==> src/rtl/imsic_pkg.sv <==
// imsic_pkg: constants, CSR offsets and request type shared by the IMSIC blocks.
package imsic_pkg;
    localparam int IMSIC_NR_INTP_FILES   = 7;
    localparam int IMSIC_XLEN            = 64;
    localparam int IMSIC_NR_SRC_WIDTH    = 8;
    localparam int IMSIC_NR_REG          = 1;
    localparam int IMSIC_INTP_FILE_WIDTH = 3;
    localparam int IMSIC_EIP_BIT_W       = $clog2(IMSIC_XLEN);
    localparam int IMSIC_NR_EIP          = IMSIC_NR_INTP_FILES * IMSIC_NR_REG;

    localparam logic [11:0] EIDELIVERY_OFF  = 12'h070;
    localparam logic [11:0] EITHRESHOLD_OFF = 12'h072;
    localparam logic [11:0] EIP0_OFF        = 12'h080;
    localparam logic [11:0] EIE0_OFF        = 12'h0C0;

    typedef struct packed {
        logic [IMSIC_INTP_FILE_WIDTH-1:0] file;
        logic [IMSIC_NR_SRC_WIDTH-1:0]    id;
    } msi_req_t;
endpackage

==> src/rtl/imsic_msi_fifo.sv <==
// imsic_msi_fifo: generic synchronous FIFO with occupancy count and full/empty flags.
module imsic_msi_fifo #(
    parameter int DEPTH = 4,
    parameter type T = logic
) (
    input  logic                     clk,
    input  logic                     rstn,
    input  logic                     push,
    input  logic                     pop,
    input  T                         wr_data,
    output T                         rd_data,
    output logic                     full,
    output logic                     empty,
    output logic [$clog2(DEPTH):0]   count
);
    localparam int AW = $clog2(DEPTH);
    T mem [DEPTH];
    logic [AW-1:0] wr_ptr, rd_ptr;
    always_ff @(posedge clk or negedge rstn) begin
        if (!rstn) begin
            wr_ptr <= '0;
            rd_ptr <= '0;
            count  <= '0;
        end else begin
            if (push) wr_ptr <= wr_ptr + 1'b1;
            if (pop) rd_ptr <= rd_ptr + 1'b1;
            count <= count + (AW+1)'(push) - (AW+1)'(pop);
        end
    end
    // Entries need no reset: they are only read while count says they are live.
    always_ff @(posedge clk) begin
        if (push) mem[wr_ptr] <= wr_data;
    end
    assign rd_data = mem[rd_ptr];
    assign full    = count == (AW+1)'(DEPTH);
    assign empty   = count == '0;
endmodule

==> src/rtl/imsic_msi_pend.sv <==
// imsic_msi_pend: buffers MSI setipnum writes and merges them with software
// eip writes into the per-file pending-bit registers.
module imsic_msi_pend
    import imsic_pkg::*;
#(
    parameter int NR_INTP_FILES   = IMSIC_NR_INTP_FILES,
    parameter int XLEN            = IMSIC_XLEN,
    parameter int NR_SRC_WIDTH    = IMSIC_NR_SRC_WIDTH,
    parameter int NR_REG          = IMSIC_NR_REG,
    parameter int INTP_FILE_WIDTH = IMSIC_INTP_FILE_WIDTH,
    parameter int FIFO_DEPTH      = 4
) (
    input  logic                                         clk,
    input  logic                                         rstn,
    input  logic                                         msi_vld,
    output logic                                         msi_rdy,
    input  logic [INTP_FILE_WIDTH-1:0]                   msi_intp_file_sel,
    input  logic [NR_SRC_WIDTH-1:0]                      msi_setipnum,
    input  logic [NR_INTP_FILES*NR_REG-1:0][XLEN-1:0]    eip_sw,
    input  logic [NR_INTP_FILES*NR_REG-1:0]              eip_sw_wr,
    output logic [NR_INTP_FILES*NR_REG-1:0][XLEN-1:0]    eip_final,
    output logic                                         msi_drop
);
    localparam int NR_EIP = NR_INTP_FILES * NR_REG;
    localparam int BIT_W  = $clog2(XLEN);

    msi_req_t                    push_req, head;
    logic                        full, empty, head_ok, stall, pop;
    logic [$clog2(FIFO_DEPTH):0] unused_count;
    logic [NR_EIP-1:0]           hit, set;
    logic [BIT_W-1:0]            bit_idx;
    logic [NR_EIP-1:0][XLEN-1:0] eip;

    assign push_req = '{file: msi_intp_file_sel, id: msi_setipnum};
    assign msi_rdy  = !full;

    imsic_msi_fifo #(.DEPTH(FIFO_DEPTH), .T(msi_req_t)) u_fifo (
        .clk     (clk),
        .rstn    (rstn),
        .push    (msi_vld && msi_rdy),
        .pop     (pop),
        .wr_data (push_req),
        .rd_data (head),
        .full    (full),
        .empty   (empty),
        .count   (unused_count)
    );

    always_comb begin
        bit_idx = head.id[BIT_W-1:0];
        head_ok = !empty && int'(head.file) < NR_INTP_FILES
                  && int'(head.id) < NR_REG * XLEN && head.id != '0;
        for (int k = 0; k < NR_EIP; k++)
            hit[k] = head_ok && (int'(head.file) * NR_REG + (int'(head.id) >> BIT_W) == k);
    end

    // A software write to the target register wins and holds the head back a cycle.
    assign stall    = |(hit & eip_sw_wr);
    assign pop      = !empty && !stall;
    assign set      = stall ? '0 : hit;
    assign msi_drop = !empty && !head_ok;

    always_ff @(posedge clk or negedge rstn) begin
        if (!rstn) begin
            eip <= '0;
        end else begin
            for (int k = 0; k < NR_EIP; k++)
                if (eip_sw_wr[k]) eip[k] <= eip_sw[k] & ~(XLEN'(k % NR_REG == 0));
                else if (set[k]) eip[k][bit_idx] <= 1'b1;
        end
    end

    assign eip_final = eip;
endmodule

==> config.mk <==
export PLATFORM = sky130hd
export DESIGN_NAME = imsic_msi_pend
export DESIGN_NICKNAME = d
export VERILOG_FILES = /design/src/rtl/imsic_pkg.sv /design/src/rtl/imsic_msi_fifo.sv /design/src/rtl/imsic_msi_pend.sv
export SDC_FILE = /design/constraint.sdc
export NUM_CORES = 1
export LEC_CHECK = 0
export ABC_CLOCK_PERIOD_IN_PS = 5390
export BUFFER_PORTS_ARGS = -buffer_cell sky130_fd_sc_hd__buf_4
export CAP_MARGIN = 20
export CELL_PAD_IN_SITES_DETAIL_PLACEMENT = 1
export CELL_PAD_IN_SITES_GLOBAL_PLACEMENT = 1
export CORE_AREA = 2 2 362 364
export DETAILED_ROUTE_END_ITERATION = 12
export DIE_AREA = 0 0 364 366
export HOLD_SLACK_MARGIN = 0.02
export PLACE_DENSITY_LB_ADDON = 0.1
export SLEW_MARGIN = 0
export SYNTH_ARGS = -nofsm -noshare
export SYNTH_HDL_FRONTEND = slang
export SYNTH_SLANG_ARGS = --single-unit
export TNS_END_PERCENT = 30
==> constraint.sdc <==
create_clock -name clk -period 5.39 [get_ports clk]
set_input_delay 0.8085 -clock clk [delete_from_list [all_inputs] [get_ports clk]]
set_output_delay 0.8085 -clock clk [all_outputs]
set_load 0.005 [all_outputs]
# Word level (Yosys, flattened, before mapping)
# Memory sizes are Yosys's and may differ from the RTL's.
# Cells that the tools add are included.
# op_classes
add_sub_neg,5
magnitude_cmp,4
eq_ne,7
mux,19
bitwise_logic,8
reduce_logical,29
# ops
operator,count
2-to-1 mux 64 bit,14
OR 64 bit,7
== test 32 x 3 -> 1 bit (second input constant),2
== test 32 x 4 -> 1 bit (second input constant),2
== test 32 x 2 -> 1 bit (second input constant),1
logical NOT 32 bit,1
logical AND 1 bit,14
nonzero test 2 bit,7
< comparator 8 x 7 -> 1 bit (second input constant),1
nonzero test 8 bit,1
bitwise AND 7 bit,1
< comparator 6 x 7 -> 1 bit (second input constant),1
2-to-1 mux 7 bit,1
OR reduction 7 bit,1
demux 1 bit (select 6 bit),1
greater-or-equal comparator 6 x 1 -> 1 bit (second input constant),1
adder 2 x 1 -> 2 bit (second input constant),2
adder 3 x 2 -> 4 bit,1
== test 4 x 3 -> 1 bit (second input constant),1
logical NOT 1 bit,4
adder 3 x 1 -> 3 bit,1
== test 3 bit (second input constant),1
logical NOT 3 bit,1
< comparator 3 bit (second input constant),1
other kinds (2),4
# word_totals
reg_bits,455
ram_bits,44
input_bits,469
output_inout_bits,450
elab_cells,83
mem_count,1
# memory_table
name,words,width,read_ports,rd_clocked_by_memory_dff,write_ports,line,text
u_fifo.mem,4,11,1,0,1,imsic_msi_fifo.sv:17,T mem [DEPTH];

# Depth between registers and ports, before layout
# logic_depth
depth_word,11
mapped_depth,15
mapped_depth_nobuf,13

# Hierarchy
# From an unflattened synthesis, not the netlist that was laid out.
# hier_totals
cells_unflattened,1649
hier_area_um2,20885.0
# modules_own_cells
module,n_inst,cells_each,area_each_um2,seq_area_each_um2
imsic_msi_pend,1,1558,18903.1,11210.8
imsic_msi_fifo,1,91,1981.9,1496.4

# Least setup slack after synthesis
# No wires, ideal clock.
# synth_timing
kind,flip-flop to flip-flop
start,reg u_fifo.rd_ptr[0]
end,reg u_fifo.count[2]
setup_time_ns,0.123
arrival_ns,3.829
required_ns,5.267
path_slack_ns,1.439
stages_incl_launch_ff,16
n_path_buf,3
synth_period_minus_slack_ns,3.951
path_cell_list,dfrtp_1 > buf_2 > buf_6 > mux4_2 > ha_1 > clkbuf_1 > mux4_2 > nand3_1 > o211ai_1 > a41oi_1 > ha_1 > inv_1 > ha_1 > fa_1 > xnor2_1 > xnor2_1
# synth_between
elab_chain_cells,11
elab_cells_between_ends,27
cone_classes,add/sub (2); order compare (2); eq/ne (6); bitwise (1); reduce/logical (15); memory (1)
# synth_lines
item,line,text
from (decl),imsic_msi_fifo.sv:18,"logic [AW-1:0] wr_ptr, rd_ptr;"
from (signal assigned),imsic_msi_fifo.sv:26,if (pop) rd_ptr <= rd_ptr + 1'b1;
memory (4 x 11 bit) (*),n/a,
"parallel branches: the longest is 5 deep, another holds adder 3 x 2 -> 4 bit",n/a,
bitwise AND 7 bit (*),imsic_msi_pend.sv:58,assign stall = |(hit & eip_sw_wr);
OR reduction 7 bit (*),imsic_msi_pend.sv:58,
logical NOT 1 bit (*),imsic_msi_pend.sv:59,assign pop = !empty && !stall;
logical AND 1 bit (*),imsic_msi_pend.sv:59,
via pop,imsic_msi_pend.sv:28,"logic full, empty, head_ok, stall, pop;"
subtractor 3 x 1 -> 3 bit (*),imsic_msi_fifo.sv:27,count <= count + (AW+1)'(push) - (AW+1)'(pop);
to (signal assigned),imsic_msi_fifo.sv:27,
to (decl),imsic_msi_fifo.sv:14,output logic [$clog2(DEPTH):0] count
# Mark *: on every way through the listed nets, which the timed path passes.
# A chain may end at the register's enable or synchronous reset.

# Worst setup path after layout
# Ends and elaborated chain as after synthesis.

==> run_results.csv <==
group,metric,value,unit
run_status,status,"completed",
clock_tree,cts_made_buffers,70,
power_and_ir_drop,p_int,0.00824,W
drt,finalWirelength,131000,µm
worst_setup_path,critPathKind,"flop to flop",
worst_setup_path,path_depth,13,
sta,finalSetupViolCount,0,
drt,drc_errors,0,
global_routing,overflow,0,
clock_tree,clk_pin_slew_worst_paths,0.06,ns
synthesis,yosysUniqueCellTypes,43,
power_and_ir_drop,irDropWorstVdd,0.183,mV
sta,relSlewSlack,0.261,
floorplan,dieArea,133000,µm²
worst_setup_path,path_max_fanout,7,
drt,drt.antenna.violating_nets,0,
finish,syn_to_final_growth,52.5,%
global_routing,grt_pass1_wl,176000,µm
drt,wl_per_cell,29.7,µm
sta,rsz0062_at_grt,"no",
clock_tree,hold_buffers,0,
placement,hpwl,97300,µm
power_and_ir_drop,p_sw,0.00431,W
sta,max_slew.worst_pin.slew,1.11,ns
worst_setup_path,r2r-start,"u_fifo.rd_ptr[0]$_DFFE_PN0P_",
sta,fin_skew,0.0281,ns
global_routing,grt_usage,0.192,
worst_setup_path,cpMaxStageDelayCell,"fa_1",
drt,via_per_inst,4.12,
global_routing,antenna_found_initial,43,
flow_run,drv_cap,0,
worst_setup_path,timing.rr.end,"u_fifo.count[2]$_DFF_PN0_",
min_path,hold_path.class,"input port to asynchronous set/reset pin",
synthesis,ys_warn_count,0,
worst_setup_path,path_buf_inv,2,
power_and_ir_drop,p_per_area,388,nW/µm²
power_and_ir_drop,swShare,0.343,
placement,gp_congestion,0.784,
power_and_ir_drop,leakage,14.8,nW
sta,fin_setup_tns,0,ns
synthesis,syn_area_per_cell,12.5,µm²
finish,fin_nets,3087,
sta,period_share,0.797,
floorplan,num_rows,132,
worst_setup_path,crit_chain,"buf_4 > mux4_2 > fa_1 > mux4_2 > nand3_1 > o211ai_1 > a41oi_1 > ha_1 > inv_1 > ha_1 > fa_1 > xnor2_1 > xnor2_1",
global_routing,grt_pass1_vias,20000,
drt,drtIter0Drc,786,
power_and_ir_drop,clkPwrFrac,0.360,
floorplan,die_x,364,µm
global_routing,grt_max_degree,118,
clock_tree,cts_root_buffer,"clkbuf_16",
worst_setup_path,required,5.93,ns
worst_setup_path,crit_path_end_kind,"flop",
worst_setup_path,r2r_slack,1.10,ns
floorplan,ios,919,
sta,holdWs,0.173,ns
clock_tree,post-cts-setup-buffers,0,
worst_setup_path,worst_ep_arrival_time,4.84,ns
worst_setup_path,cp_top_family,"adder cells",
synthesis,ys_seq_area_frac,0.599,
clock_tree,clk_latency,0.63,ns
synthesis,syn-num-nets,2173,
finish,final_cell_mix,"936 x buf_4, 455 x dfrtp_1, 441 x mux2i_1",
worst_setup_path,ff2ff_path_depth,13,
clock_tree,htree_levels,3,
placement,portBuffers,911,
floorplan,die_h,366,µm
worst_setup_path,cp-start-kind,"flop",
sta,slew_violations,0,
clock_tree,cts_resized,0,
sta,fin_crit,4.29,ns
worst_setup_path,slowest_delay,0.66,ns
finish,final_common_cell,"buf_4",
power_and_ir_drop,p_seq_frac,0.359,
sta,finalHoldViolCount,0,
clock_tree,cts_tree,"yes",
sta,max_freq,233,MHz
floorplan,start_util,0.164,
clock_tree,clk_path_buf_depth,3,
finish,drive_gt1_frac,0.405,
drt,vias,18200,
drt,first_pass_iters,4,
synthesis,synthCells,1694,
synthesis,synth_seq_cells,499,
synthesis,netlist_area,21200,µm²
clock_tree,cts.sinks,499,
power_and_ir_drop,pwr-share-comb,0.281,
floorplan,core_region_area,129000,µm²
[per-stage QoR]
| stage | std cells | utilization | setup WS [ns] | cell area [µm²] | total power [W] |
|---|---|---|---|---|---|
| final | 4419 | 0.251 | 1.10 | 32300 | 0.0126 |
| after global routing | 4411 | 0.251 | 0.721 | 32300 | 0.0133 |
| after floorplan | 1694 | - | 1.44 | 21200 | 0.00610 |
| after detailed placement | 4278 | 0.234 | 1.05 | 30100 | 0.00822 |
| after CTS | 4400 | 0.250 | 1.01 | 32300 | 0.0129 |
| after global placement | 4278 | 0.234 | 1.01 | 30100 | 0.00816 |
[synthesized netlist by cell type (all sizes together)]
| cell type | n | area share |
|---|---|---|
| inv | 10 | 0.0018 |
| nand4 | 4 | 0.0012 |
| dfrtp | 455 | 0.54 |
| o211ai | 1 | 0.00035 |
| a211oi | 1 | 0.00035 |
| o221ai | 1 | 0.00041 |
| nor2 | 25 | 0.0048 |
| and2 | 2 | 0.00059 |
| a2111oi | 2 | 0.0020 |
| nor3 | 6 | 0.0019 |
| nand3 | 14 | 0.0033 |
| buf | 48 | 0.013 |
| a41oi | 2 | 0.00083 |
| xnor2 | 3 | 0.0012 |
| mux2 | 1 | 0.00053 |
| and3b | 1 | 0.00041 |
| clkbuf | 55 | 0.0097 |
| or2 | 3 | 0.0010 |
| nor2b | 11 | 0.0032 |
| nand2b | 11 | 0.0034 |
| nand2 | 72 | 0.013 |
| or3 | 3 | 0.00089 |
| edfxtp | 44 | 0.062 |
| ha | 8 | 0.0047 |
| a21oi | 3 | 0.00071 |
| fa | 2 | 0.0019 |
| o21ai | 442 | 0.10 |
| mux2i | 441 | 0.21 |
| and3 | 5 | 0.0015 |
| xor2 | 2 | 0.00083 |
| mux4 | 12 | 0.013 |
| nor4b | 1 | 0.00071 |
| nand3b | 3 | 0.0011 |
[per-layer routing]
layer,up-vias,wire (µm),track usage
li1,7976,-,-
met1,9410,50500,0.217
met2,655,68500,0.347
met3,145,8990,0.0515
met4,14,3130,0.0575
met5,-,88,0
[power groups by stage]
stage | combinational, W | clock (W) | sequential [W]
2_1_floorplan | 0.00156 | 0 | 0.00453
3_3_place_gp | 0.00360 | 0 | 0.00456
3_5_place_dp | 0.00364 | 0 | 0.00458
4_1_cts | 0.00364 | 0.00470 | 0.00451
5_1_grt | 0.00386 | 0.00484 | 0.00456
6_report | 0.00352 | 0.00452 | 0.00451
[worst max-delay path by stage]
| stage | start | end | slack, ns |
|---|---|---|---|
| after floorplan | u_fifo.rd_ptr[0]$_DFFE_PN0P_ | u_fifo.count[2]$_DFF_PN0_ | 1.44 |
| after global placement | u_fifo.rd_ptr[0]$_DFFE_PN0P_ | u_fifo.count[2]$_DFF_PN0_ | 1.01 |
| after detailed placement | u_fifo.rd_ptr[0]$_DFFE_PN0P_ | u_fifo.count[2]$_DFF_PN0_ | 1.05 |
| after CTS | u_fifo.rd_ptr[0]$_DFFE_PN0P_ | eip_final[386]$_DFFE_PN0P_ | 1.01 |
| after global routing | u_fifo.rd_ptr[0]$_DFFE_PN0P_ | eip_final[204]$_DFFE_PN0P_ | 0.72 |
| final | u_fifo.rd_ptr[0]$_DFFE_PN0P_ | u_fifo.count[2]$_DFF_PN0_ | 1.10 |
[worst register-to-register path, delay by kind of cell (launching register included)]
family | cells | cell delay [ns]
adder cells (fa/ha/maj) | 4 | 1.45
XOR/XNOR | 2 | 0.33
buffers and inverters | 2 | 0.33
AND/OR/NAND/NOR | 1 | 0.10
AO/OA/AOI/OAI | 2 | 0.47
flip-flops | 1 | 0.60
multiplexers | 2 | 0.93
[sequential cells by signal, summed over array words and instances (netlist names)]
name and count:
eip_final 448, u_fifo.count 3, u_fifo.mem 44, u_fifo.rd_ptr 2, u_fifo.wr_ptr 2
[cell families (layout without fill, tap and decap cells)]
logic type | count (synthesis) | after routing | share of synthesized area
flip-flops | 499 | 499 | 0.599
multiplexers | 454 | 454 | 0.221
AO/OA/AOI/OAI | 452 | 452 | 0.109
AND/OR/NAND/NOR | 161 | 161 | 0.0372
buffers and inverters | 113 | 1077 | 0.0243
adder cells (fa/ha/maj) | 10 | 10 | 0.00661
XOR/XNOR | 5 | 5 | 0.00207
other | 0 | 19 | 0
[cell type report]
| class | count | area [µm²] |
|---|---|---|
| multi-input cells | 1082 | 8030 |
| well taps | 1742 | 2180 |
| diodes | 19 | 47.5 |
| repair buffers | 945 | 7170 |
| fillers | 14500 | 96700 |
| flip-flops and latches | 499 | 12700 |
| clock inverters | 25 | 233 |
| clock buffers | 97 | 1930 |
| inverters | 10 | 37.5 |
No activity file was read; power rests on OpenSTA's default activity.
